File: src/rtl/johnson_decoder.sv
// -----------------------------------------------------------------------------
// johnson_decoder
//
// Receive-side monitor for a WIDTH-bit Johnson (twisted-ring) counter code in
// shift-left form: next = {cur[WIDTH-2:0], ~cur[WIDTH-1]}. Each valid sample
// is decoded to a phase index in 0..2*WIDTH-1 and checked two ways:
//   - code_err: the word is not one of the 2*WIDTH legal Johnson words
//   - seq_err : the word is legal but is not the successor of the previous
//               legal word (modulo 2*WIDTH)
// A HUNT/CHECK/LOCKED state machine tracks link health, and an 8-bit
// saturating counter accumulates error events.
//
// Ports
//   clk      in   rising-edge system clock
//   rst      in   asynchronous, active-low reset
//   code_in  in   [WIDTH-1:0] Johnson code word under test
//   code_vld in   code_in is sampled on cycles where this is high
//   index    out  [IDXW-1:0] decoded phase index (held between samples)
//   idx_vld  out  one-cycle pulse, code_vld delayed by one cycle
//   code_err out  sampled word was illegal (held between samples)
//   seq_err  out  sampled word was legal but out of order (held)
//   locked   out  state machine is in LOCKED
//   err_cnt  out  [7:0] saturating count of code_err/seq_err samples
// -----------------------------------------------------------------------------
module johnson_decoder #(
  parameter int unsigned WIDTH      = 4,
  parameter int unsigned LOCK_CNT   = 4,
  parameter int unsigned UNLOCK_CNT = 2,
  // Derived from WIDTH; leave at its default.
  parameter int unsigned IDXW       = $clog2(2 * WIDTH)
) (
  input  logic             clk,
  input  logic             rst,
  input  logic [WIDTH-1:0] code_in,
  input  logic             code_vld,
  output logic [IDXW-1:0]  index,
  output logic             idx_vld,
  output logic             code_err,
  output logic             seq_err,
  output logic             locked,
  output logic [7:0]       err_cnt
);

  localparam int unsigned NumStates = 2 * WIDTH;
  // Wide enough for a popcount (0..WIDTH) and a transition count (0..WIDTH-1).
  localparam int unsigned PopW      = $clog2(WIDTH + 1);
  localparam int unsigned GoodW     = $clog2(LOCK_CNT + 1);
  localparam int unsigned BadW      = $clog2(UNLOCK_CNT + 1);

  localparam logic [IDXW-1:0]  LastIdx  = IDXW'(NumStates - 1);
  localparam logic [GoodW-1:0] GoodGoal = GoodW'(LOCK_CNT);
  localparam logic [BadW-1:0]  BadGoal  = BadW'(UNLOCK_CNT);
  localparam logic [7:0]       CntMax   = 8'hFF;

  typedef enum logic [1:0] {
    StHunt   = 2'd0,
    StCheck  = 2'd1,
    StLocked = 2'd2
  } state_e;

  // ---------------------------------------------------------------------------
  // Registered state
  // ---------------------------------------------------------------------------
  state_e           r_state;
  logic [GoodW-1:0] r_good_run;
  logic [BadW-1:0]  r_bad_run;
  logic             r_have_prev;
  logic [IDXW-1:0]  r_prev_idx;

  logic [IDXW-1:0]  r_index;
  logic             r_idx_vld;
  logic             r_code_err;
  logic             r_seq_err;
  logic             r_locked;
  logic [7:0]       r_err_cnt;

  // ---------------------------------------------------------------------------
  // Combinational decode of the current sample
  // ---------------------------------------------------------------------------
  logic [PopW-1:0]  w_pop;
  logic [PopW-1:0]  w_trans;
  logic             w_legal;
  logic [IDXW-1:0]  w_index;
  logic [IDXW-1:0]  w_expect;
  logic             w_seq_err;
  logic             w_err;
  logic [GoodW-1:0] w_good_inc;
  logic [BadW-1:0]  w_bad_inc;

  always_comb begin
    w_pop   = '0;
    w_trans = '0;
    for (int unsigned i = 0; i < WIDTH; i++) begin
      w_pop = w_pop + PopW'(code_in[i]);
    end
    // A Johnson word is a single run of ones and a single run of zeros, so it
    // has at most one place where adjacent bits differ.
    for (int unsigned i = 0; i + 1 < WIDTH; i++) begin
      w_trans = w_trans + PopW'(code_in[i] ^ code_in[i+1]);
    end
  end

  assign w_legal = (w_trans <= PopW'(1));

  // First half of the cycle fills with ones from the LSB (MSB still 0), second
  // half drains them from the LSB (MSB is 1), hence the two branches.
  always_comb begin
    w_index = '0;
    if (code_in[WIDTH-1]) begin
      w_index = IDXW'(NumStates - 32'(w_pop));
    end else begin
      w_index = IDXW'(w_pop);
    end
  end

  // Expected successor with explicit wrap, since 2*WIDTH need not be a power
  // of two.
  assign w_expect   = (r_prev_idx == LastIdx) ? '0 : r_prev_idx + IDXW'(1);
  assign w_seq_err  = w_legal & r_have_prev & (w_index != w_expect);
  assign w_err      = ~w_legal | w_seq_err;
  assign w_good_inc = r_good_run + GoodW'(1);
  assign w_bad_inc  = r_bad_run + BadW'(1);

  // ---------------------------------------------------------------------------
  // Sample registers, sequence checker, error counter and lock FSM
  // ---------------------------------------------------------------------------
  always_ff @(posedge clk or negedge rst) begin
    if (!rst) begin
      r_state     <= StHunt;
      r_good_run  <= '0;
      r_bad_run   <= '0;
      r_have_prev <= 1'b0;
      r_prev_idx  <= '0;
      r_index     <= '0;
      r_idx_vld   <= 1'b0;
      r_code_err  <= 1'b0;
      r_seq_err   <= 1'b0;
      r_locked    <= 1'b0;
      r_err_cnt   <= '0;
    end else begin
      r_idx_vld <= code_vld;

      if (code_vld) begin
        // Decode result is published even for illegal words; code_err tells
        // the consumer to ignore it.
        r_index    <= w_index;
        r_code_err <= ~w_legal;
        r_seq_err  <= w_seq_err;

        // Illegal words never become the reference; legal ones always do, so
        // the checker resynchronises after a single out-of-order step.
        if (w_legal) begin
          r_prev_idx  <= w_index;
          r_have_prev <= 1'b1;
        end

        if (w_err && (r_err_cnt != CntMax)) begin
          r_err_cnt <= r_err_cnt + 8'd1;
        end

        unique case (r_state)
          StHunt: begin
            if (w_legal) begin
              r_state    <= StCheck;
              r_good_run <= '0;
            end
          end

          StCheck: begin
            if (w_err) begin
              r_state    <= StHunt;
              r_good_run <= '0;
            end else if (w_good_inc == GoodGoal) begin
              r_state    <= StLocked;
              r_good_run <= '0;
              r_bad_run  <= '0;
              r_locked   <= 1'b1;
            end else begin
              r_good_run <= w_good_inc;
            end
          end

          StLocked: begin
            if (w_err) begin
              if (w_bad_inc == BadGoal) begin
                r_state    <= StHunt;
                r_bad_run  <= '0;
                r_good_run <= '0;
                r_locked   <= 1'b0;
              end else begin
                r_bad_run <= w_bad_inc;
              end
            end else begin
              r_bad_run <= '0;
            end
          end

          default: begin
            r_state    <= StHunt;
            r_good_run <= '0;
            r_bad_run  <= '0;
            r_locked   <= 1'b0;
          end
        endcase
      end
    end
  end

  assign index    = r_index;
  assign idx_vld  = r_idx_vld;
  assign code_err = r_code_err;
  assign seq_err  = r_seq_err;
  assign locked   = r_locked;
  assign err_cnt  = r_err_cnt;

endmodule
File: config.mk
export PLATFORM = sky130hd
export DESIGN_NAME = johnson_decoder
export DESIGN_NICKNAME = d
export VERILOG_FILES = /design/src/rtl/johnson_decoder.sv
export SDC_FILE = /design/constraint.sdc
export NUM_CORES = 1
export LEC_CHECK = 0
export ABC_AREA = 1
export BUFFER_PORTS_ARGS = -buffer_cell sky130_fd_sc_hd__buf_2
export CORE_ASPECT_RATIO = 1.1
export CORE_MARGIN = 3
export CORE_UTILIZATION = 50
export DETAILED_ROUTE_END_ITERATION = 7
export GPL_TIMING_DRIVEN = 1
export PLACE_DENSITY = 0.72
export SLEW_MARGIN = 20
export SYNTH_ARGS = -nofsm -noshare
export SYNTH_HDL_FRONTEND = slang
export SYNTH_SLANG_ARGS = --single-unit
File: constraint.sdc
create_clock -name clk -period 1.7 [get_ports clk]
set_input_delay 0.34 -clock clk [delete_from_list [all_inputs] [get_ports clk]]
set_output_delay 0.34 -clock clk [all_outputs]
set_load 0.01 [all_outputs]
# Yosys cells after proc, flatten, opt, wreduce, memory -nomap -nowiden
# Index checks and enable logic that the tools add are counted.
[word_totals] register_bits=26 input_bits=7 out_inout_bits=15 wordCells=75
[classes] addsub=10 n_lt_le_gt_ge=1 n_eq_ne=13 n_mux=24 n_bitwise=8 n_reduce_logical=8
[ops] op="3-bit two-way mux" n=7
[ops] op="2-bit two-way mux" n=9
[ops] op="2-bit case mux with 3 select lines" n=2
[ops] op="2-bit inequality test (second input constant)" n=5
[ops] op="3-bit case mux with 3 select lines" n=1
[ops] op="8-bit by 1-bit adder with 8-bit output (second input constant)" n=1
[ops] op="8-bit inequality test (second input constant)" n=1
[ops] op="4-bit AND reduction" n=2
[ops] op="2-bit by 1-bit adder with 3-bit output" n=2
[ops] op="3-bit by 1-bit adder with 3-bit output (second input constant)" n=2
[ops] op="3-bit equality test (second input constant)" n=2
[ops] op="6-bit AND reduction" n=1
[ops] op="5-bit AND reduction" n=1
[ops] op="1-bit by 1-bit adder with 2-bit output" n=2
[ops] op="2-bit equality test (second input constant)" n=2
[ops] op="1-bit two-way mux" n=4
[ops] op="2-bit AND reduction" n=2
[ops] op="3-bit by 1-bit adder with 3-bit output" n=1
[ops] op="3-bit by 1-bit less-or-equal comparator with 1-bit output (second input constant)" n=1
[ops] op="3-bit inequality test" n=1
[ops] op="3-bit inequality test (second input constant)" n=1
[ops] op="1-bit case mux with 3 select lines" n=1
[ops] op="1-bit by 3-bit subtractor with 3-bit output (first input constant)" n=1
[ops] op="1-bit bitwise XOR" n=3
[ops] op="other kinds (7)" n=9

# Logic depth before layout (Yosys ltp)
[logic_depth] ltp_word=10 ltp_mapped=20 ltp_nobuf=20

# Worst setup path before layout
# No wires, ideal clock.
[synth_path] path_type="input -> register" from="in code_in[0]" to="reg r_locked, in the netlist locked" setup_time_ps=120 t_arrival_ps=2603 t_required_ps=1580 path_slack_ps=-1022 stages=19 path_buffers=0 path_cell_list="inv_1 -> fa_1 -> inv_1 -> ha_1 -> ha_1 -> inv_1 -> ha_1 -> nand2_1 -> nand2_1 -> nand2_1 -> nand2_1 -> nor2_2 -> nand2_2 -> nand2_4 -> nand2_8 -> nand2_4 -> nand2_4 -> o21bai_2 -> nand2_1"
[synth_between] elab_chain_cells=10 elab_cells_between_ends=17 cone_classes="add/sub: 6; order compare: 1; eq/ne: 3; mux: 1; bitwise: 5; reduce/logical: 1"
[synth_rtl] item="from (decl)" line_no="34" text="input logic [WIDTH-1:0] code_in,"
[synth_rtl] item="1-bit by 1-bit adder with 2-bit output" line_no="94" text="w_pop = w_pop + PopW'(code_in[i]);"
[synth_rtl] item="2-bit by 1-bit adder with 3-bit output" line_no="94"
[synth_rtl] item="3-bit by 1-bit adder with 3-bit output" line_no="94"
[synth_rtl] item="1-bit by 3-bit subtractor with 3-bit output" line_no="110" text="w_index = IDXW'(NumStates - 32'(w_pop));"
[synth_rtl] item="3-bit two-way mux" line_no="109" text="if (code_in[WIDTH-1]) begin"
[synth_rtl] item="3-bit inequality test" line_no="119" text="assign w_seq_err = w_legal & r_have_prev & (w_index != w_expect);"
[synth_rtl] item="1-bit bitwise AND" line_no="119"
[synth_rtl] item="1-bit bitwise OR *" line_no="120" text="assign w_err = ~w_legal | w_seq_err;"
[synth_rtl] item="2-bit inequality test (no source line)"
[synth_rtl] item="6-bit AND reduction (no source line) *"
[synth_rtl] item="to (signal assigned)" line_no="138" text="r_locked <= 1'b0;"
[synth_rtl] item="to (signal assigned)" line_no="177" text="r_locked <= 1'b1;"
[synth_rtl] item="to (signal assigned)" line_no="189" text="r_locked <= 1'b0;"
[synth_rtl] item="to (decl)" line_no="74" text="logic r_locked;"
# Mark *: on every way between the ends. The rest lies on a longest branch, timed or not.
# A chain may end at the register's enable or synchronous reset.

# Worst setup path in the final report
[layout_path] from="in code_in[1]" to="reg r_locked, in the netlist locked"
# The elaborated chain is that of the path after synthesis.

==> run_results.csv <==
group,metric,value,unit
clocking,clockBufferDepth,2,
worst_setup_path,r2r_end,"locked",
power_and_ir_drop,swShare,39.40,%
finish,n_antenna_cell,0,
clocking,cts_buffers,3,
floorplanning,die_area,3814,sq um
grt,grt_pass1_wl,5947,microns
sta,relSlewSlack,59.38,%
min_path,hold_path_class,"in -> reg",
clocking,numClockSinks,26,
placed_design,hpwl,2456,microns
logic_synthesis,yosysWarningCount,0,
worst_setup_path,critical-path-slowest-cell,"fa_1",
routing,drtPass1Iterations,4,
sta,finalCritPeriodShare,144.3,%
sta,drv_slew,0,
logic_synthesis,synth_area_per_cell,8.880,sq um
worst_setup_path,crit_arrival,2.70,ns
logic_synthesis,async_flop_share,100.0,%
power_and_ir_drop,power.share.sequential,35.5,%
worst_setup_path,critical_path_class,"in -> reg",
worst_setup_path,cp_max_fo,5,
finish,nNetsFinal,246,
clocking,clkTransAtPathRegs,0.16,ns
sta,setup_slack,-0.7535,ns
placed_design,pre_cts_ws,-1.204,ns
worst_setup_path,path_cells,"buf_8, inv_4, fa_1, inv_2, ha_4, ha_4, inv_2, ha_4, nand2_4, nand2_2, nand2_1, nand2_1, nor2_2, nand2_2, nand2_4, nand2_8, nand2_4, nand2_4, o21bai_2, nand2_1",
clocking,cts-root-buf,"clkbuf_4",
grt,grt_start_max_net_pins,27,
logic_synthesis,synth_nets,193,
run_status,violations,"setup timing",
logic_synthesis,netlist_area,1554,sq um
power_and_ir_drop,p_sw,0.9999,mW
power_and_ir_drop,p_leak,1.091,nW
sta,clock.fmax,407.6,MHz
grt,overflow,0,
worst_setup_path,r2r_slack,-0.29,ns
sta,rsz0062_at_grt,"true",
worst_setup_path,crit_top_cell,"nand2_4",
run_status,outcome,"complete, but fails checks",
worst_setup_path,critical_path_buf_inv_count,4,
worst_setup_path,slowest_delay,0.55,ns
power_and_ir_drop,comb_power_share,47.3,%
floorplanning,start_util,54.00,%
floorplanning,io-pin-count,22,
routing,drt_iter0_drc,72,
min_path,min_from,"code_vld",
logic_synthesis,seq_area_frac_synth,41.87,%
sta,hold_viol_final,0,
sta,worst_pin_slew,0.6093,ns
logic_synthesis,synth-seq-cells,26,
power_and_ir_drop,ir_drop,1.024,mV
routing,wire_per_inst,14.43,microns
grt,track_usage,20.71,%
power_and_ir_drop,pwr_density_cell,1168,nW/um^2
logic_synthesis,synth_cells,175,
finish,areaGrowthSynthToFinish,39.77,%
routing,drc,0,
clocking,clk_latency,0.34,ns
clocking,cts_tree,"yes",
placed_design,port_buffers,21,
routing,num_vias,1391,
power_and_ir_drop,power,2.538,mW
floorplanning,die_w,59.16,microns
worst_setup_path,r2r_cells,14,
routing,postRouteAntennaNets,0,
power_and_ir_drop,clockPowerShare,17.2,%
routing,wl,3752,microns
worst_setup_path,cp.required,1.95,ns
clocking,cts_max_level,1,
floorplanning,die_h,64.47,microns
logic_synthesis,synth_flop_cell,"dfrtp_1",
grt,first_global_vias,1361,
worst_setup_path,cp_top_family,"adder cells",
min_path,min_path_cells,1,
grt,antenna_found_initial,0,
logic_synthesis,ys_types,25,
floorplanning,rows,20,
worst_setup_path,start_kind,"input port",
worst_setup_path,endpoint_kind,"flop",
min_path,whs_endpoint,"idx_vld",
placed_design,place.gp.congestion,0.8465,
sta,skew,0.01805,ns
routing,via_per_inst,5.350,
floorplanning,core,2878,sq um
sta,setup_viol,21,
power_and_ir_drop,intPower,1.538,mW
logic_synthesis,synth_edf_count,0,
worst_setup_path,r2r-start,"r_prev_idx[0]",
sta,post-route-min-period,2.453,ns
finish,fillCellCount,198,
job,cap_violations,0,
finish,drive_above_1_share,44.05,%
-- layout by cell type (no fill, tap or decap), types with 2 or more instances in the layout --
cell type   n
a31oi_4     2
buf_2      19
buf_4      20
buf_6       5
buf_8       2
clkbuf_4    3
dfrtp_1    26
ha_1        6
ha_4        3
inv_1      22
inv_2       4
nand2_1    31
nand2_2     8
nand2_4     7
nand2_8     2
nand3_1     8
nand3_2     5
nand4_1     4
nor2_1     11
nor2_2      2
nor2_4      4
o21ai_0     4
o21ai_2     5
xnor2_1     7
xor2_1      2
-- registers in the layout, summed over array words and instances, names as in the netlist --
| name | count |
|---|---|
| err_cnt | 8 |
| index | 3 |
| r_good_run | 3 |
| r_prev_idx | 3 |
| r_bad_run | 2 |
| r_state | 2 |
| code_err | 1 |
| idx_vld | 1 |
| locked | 1 |
| r_have_prev | 1 |
| seq_err | 1 |
-- metal layers --
layer  vias to the layer above  wire length (microns)  GRT usage, %
met3                        10                    152         3.586
met5                         -                      0             0
met2                        41                   1968         35.36
met1                       676                   1521         23.76
li1                        664                      -             -
met4                         0                    109         11.90
-- synth_stat cells, types with 3 or more instances --
cell / instances / area share [%]
nand2_1: 39 / 9.4
inv_1: 27 / 6.5
dfrtp_1: 26 / 42
nand3_1: 13 / 4.2
nor2_1: 11 / 2.7
ha_1: 9 / 7.2
o21ai_0: 7 / 2.3
xnor2_1: 7 / 3.9
nand2_4: 4 / 2.9
nand4_1: 4 / 1.6
nor2_2: 4 / 1.6
a31oi_1: 3 / 1.2
o21ai_2: 3 / 1.7
xor2_1: 3 / 1.7
-- power groups by stage --
stage / Clock, mW / Sequential, mW / Combinational (mW)
3_5_place_dp: 0 / 0.904 / 0.970
2_1_floorplan: 0 / 0.926 / 0.613
5_1_grt: 0.470 / 0.920 / 1.32
4_1_cts: 0.449 / 0.892 / 1.07
6_report: 0.436 / 0.902 / 1.20
3_3_place_gp: 0 / 0.892 / 0.935
-- cells by family after synthesis --
| kind of cell | Yosys count | share of synthesized area (%) |
|---|---|---|
| compound gates | 17 | 7.165 |
| simple gates | 83 | 28.74 |
| fa+ha+maj | 11 | 9.823 |
| xor+xnor | 10 | 5.636 |
| buf+inv | 28 | 6.763 |
| flops | 26 | 41.87 |
-- layout make-up --
cell class / count / area, sq um / area share, %
clock buffer: 3 / 22.52 / 1.037
inverter: 28 / 115.1 / 5.300
sequential: 26 / 650.6 / 29.95
multi-input combinational: 122 / 970.9 / 44.70
timing repair buffer: 47 / 341.6 / 15.73
tap: 33 / 41.29 / 1.901
clock inverter: 1 / 30.03 / 1.382
-- how the worst max path moves through the flow --
| stage | start | end | slack (ns) | cells after the start |
|---|---|---|---|---|
| 2_1_floorplan | code_in[0] | err_cnt[4] | -0.88 | 18 |
| 3_3_place_gp | code_in[0] | locked | -1.08 | 19 |
| 3_5_place_dp | code_in[0] | err_cnt[3] | -1.20 | 19 |
| 4_1_cts | code_in[0] | err_cnt[3] | -0.71 | 19 |
| 5_1_grt | code_in[1] | locked | -0.86 | 20 |
| 6_report | code_in[1] | locked | -0.75 | 20 |
-- stage by stage --
step	utilization (%)	TNS (ns)	instances	instance area (sq um)	hold WS, ns
after CTS	71.30	-11.66	258	2052	0.1883
final	75.48	-12.74	260	2172	0.2072
after floorplan	-	-14.49	175	1619	0.04441
after global placement	65.78	-19.76	246	1893	0.3705
after global routing	75.48	-14.73	260	2172	0.1867
after detailed placement	65.78	-21.61	246	1893	0.3813
-- what timing repair did --
item | CTS | global route
buffers inserted | 8 | 2
gates cloned | 1 | 0
resized for setup | 13 | 22
pin swaps | 9 | 20
endpoints found under the setup margin | 21 | 21
hold buffers | 1 | 0
hold endpoints to repair | 15 | 0
Power figures use the tool's default switching activity.
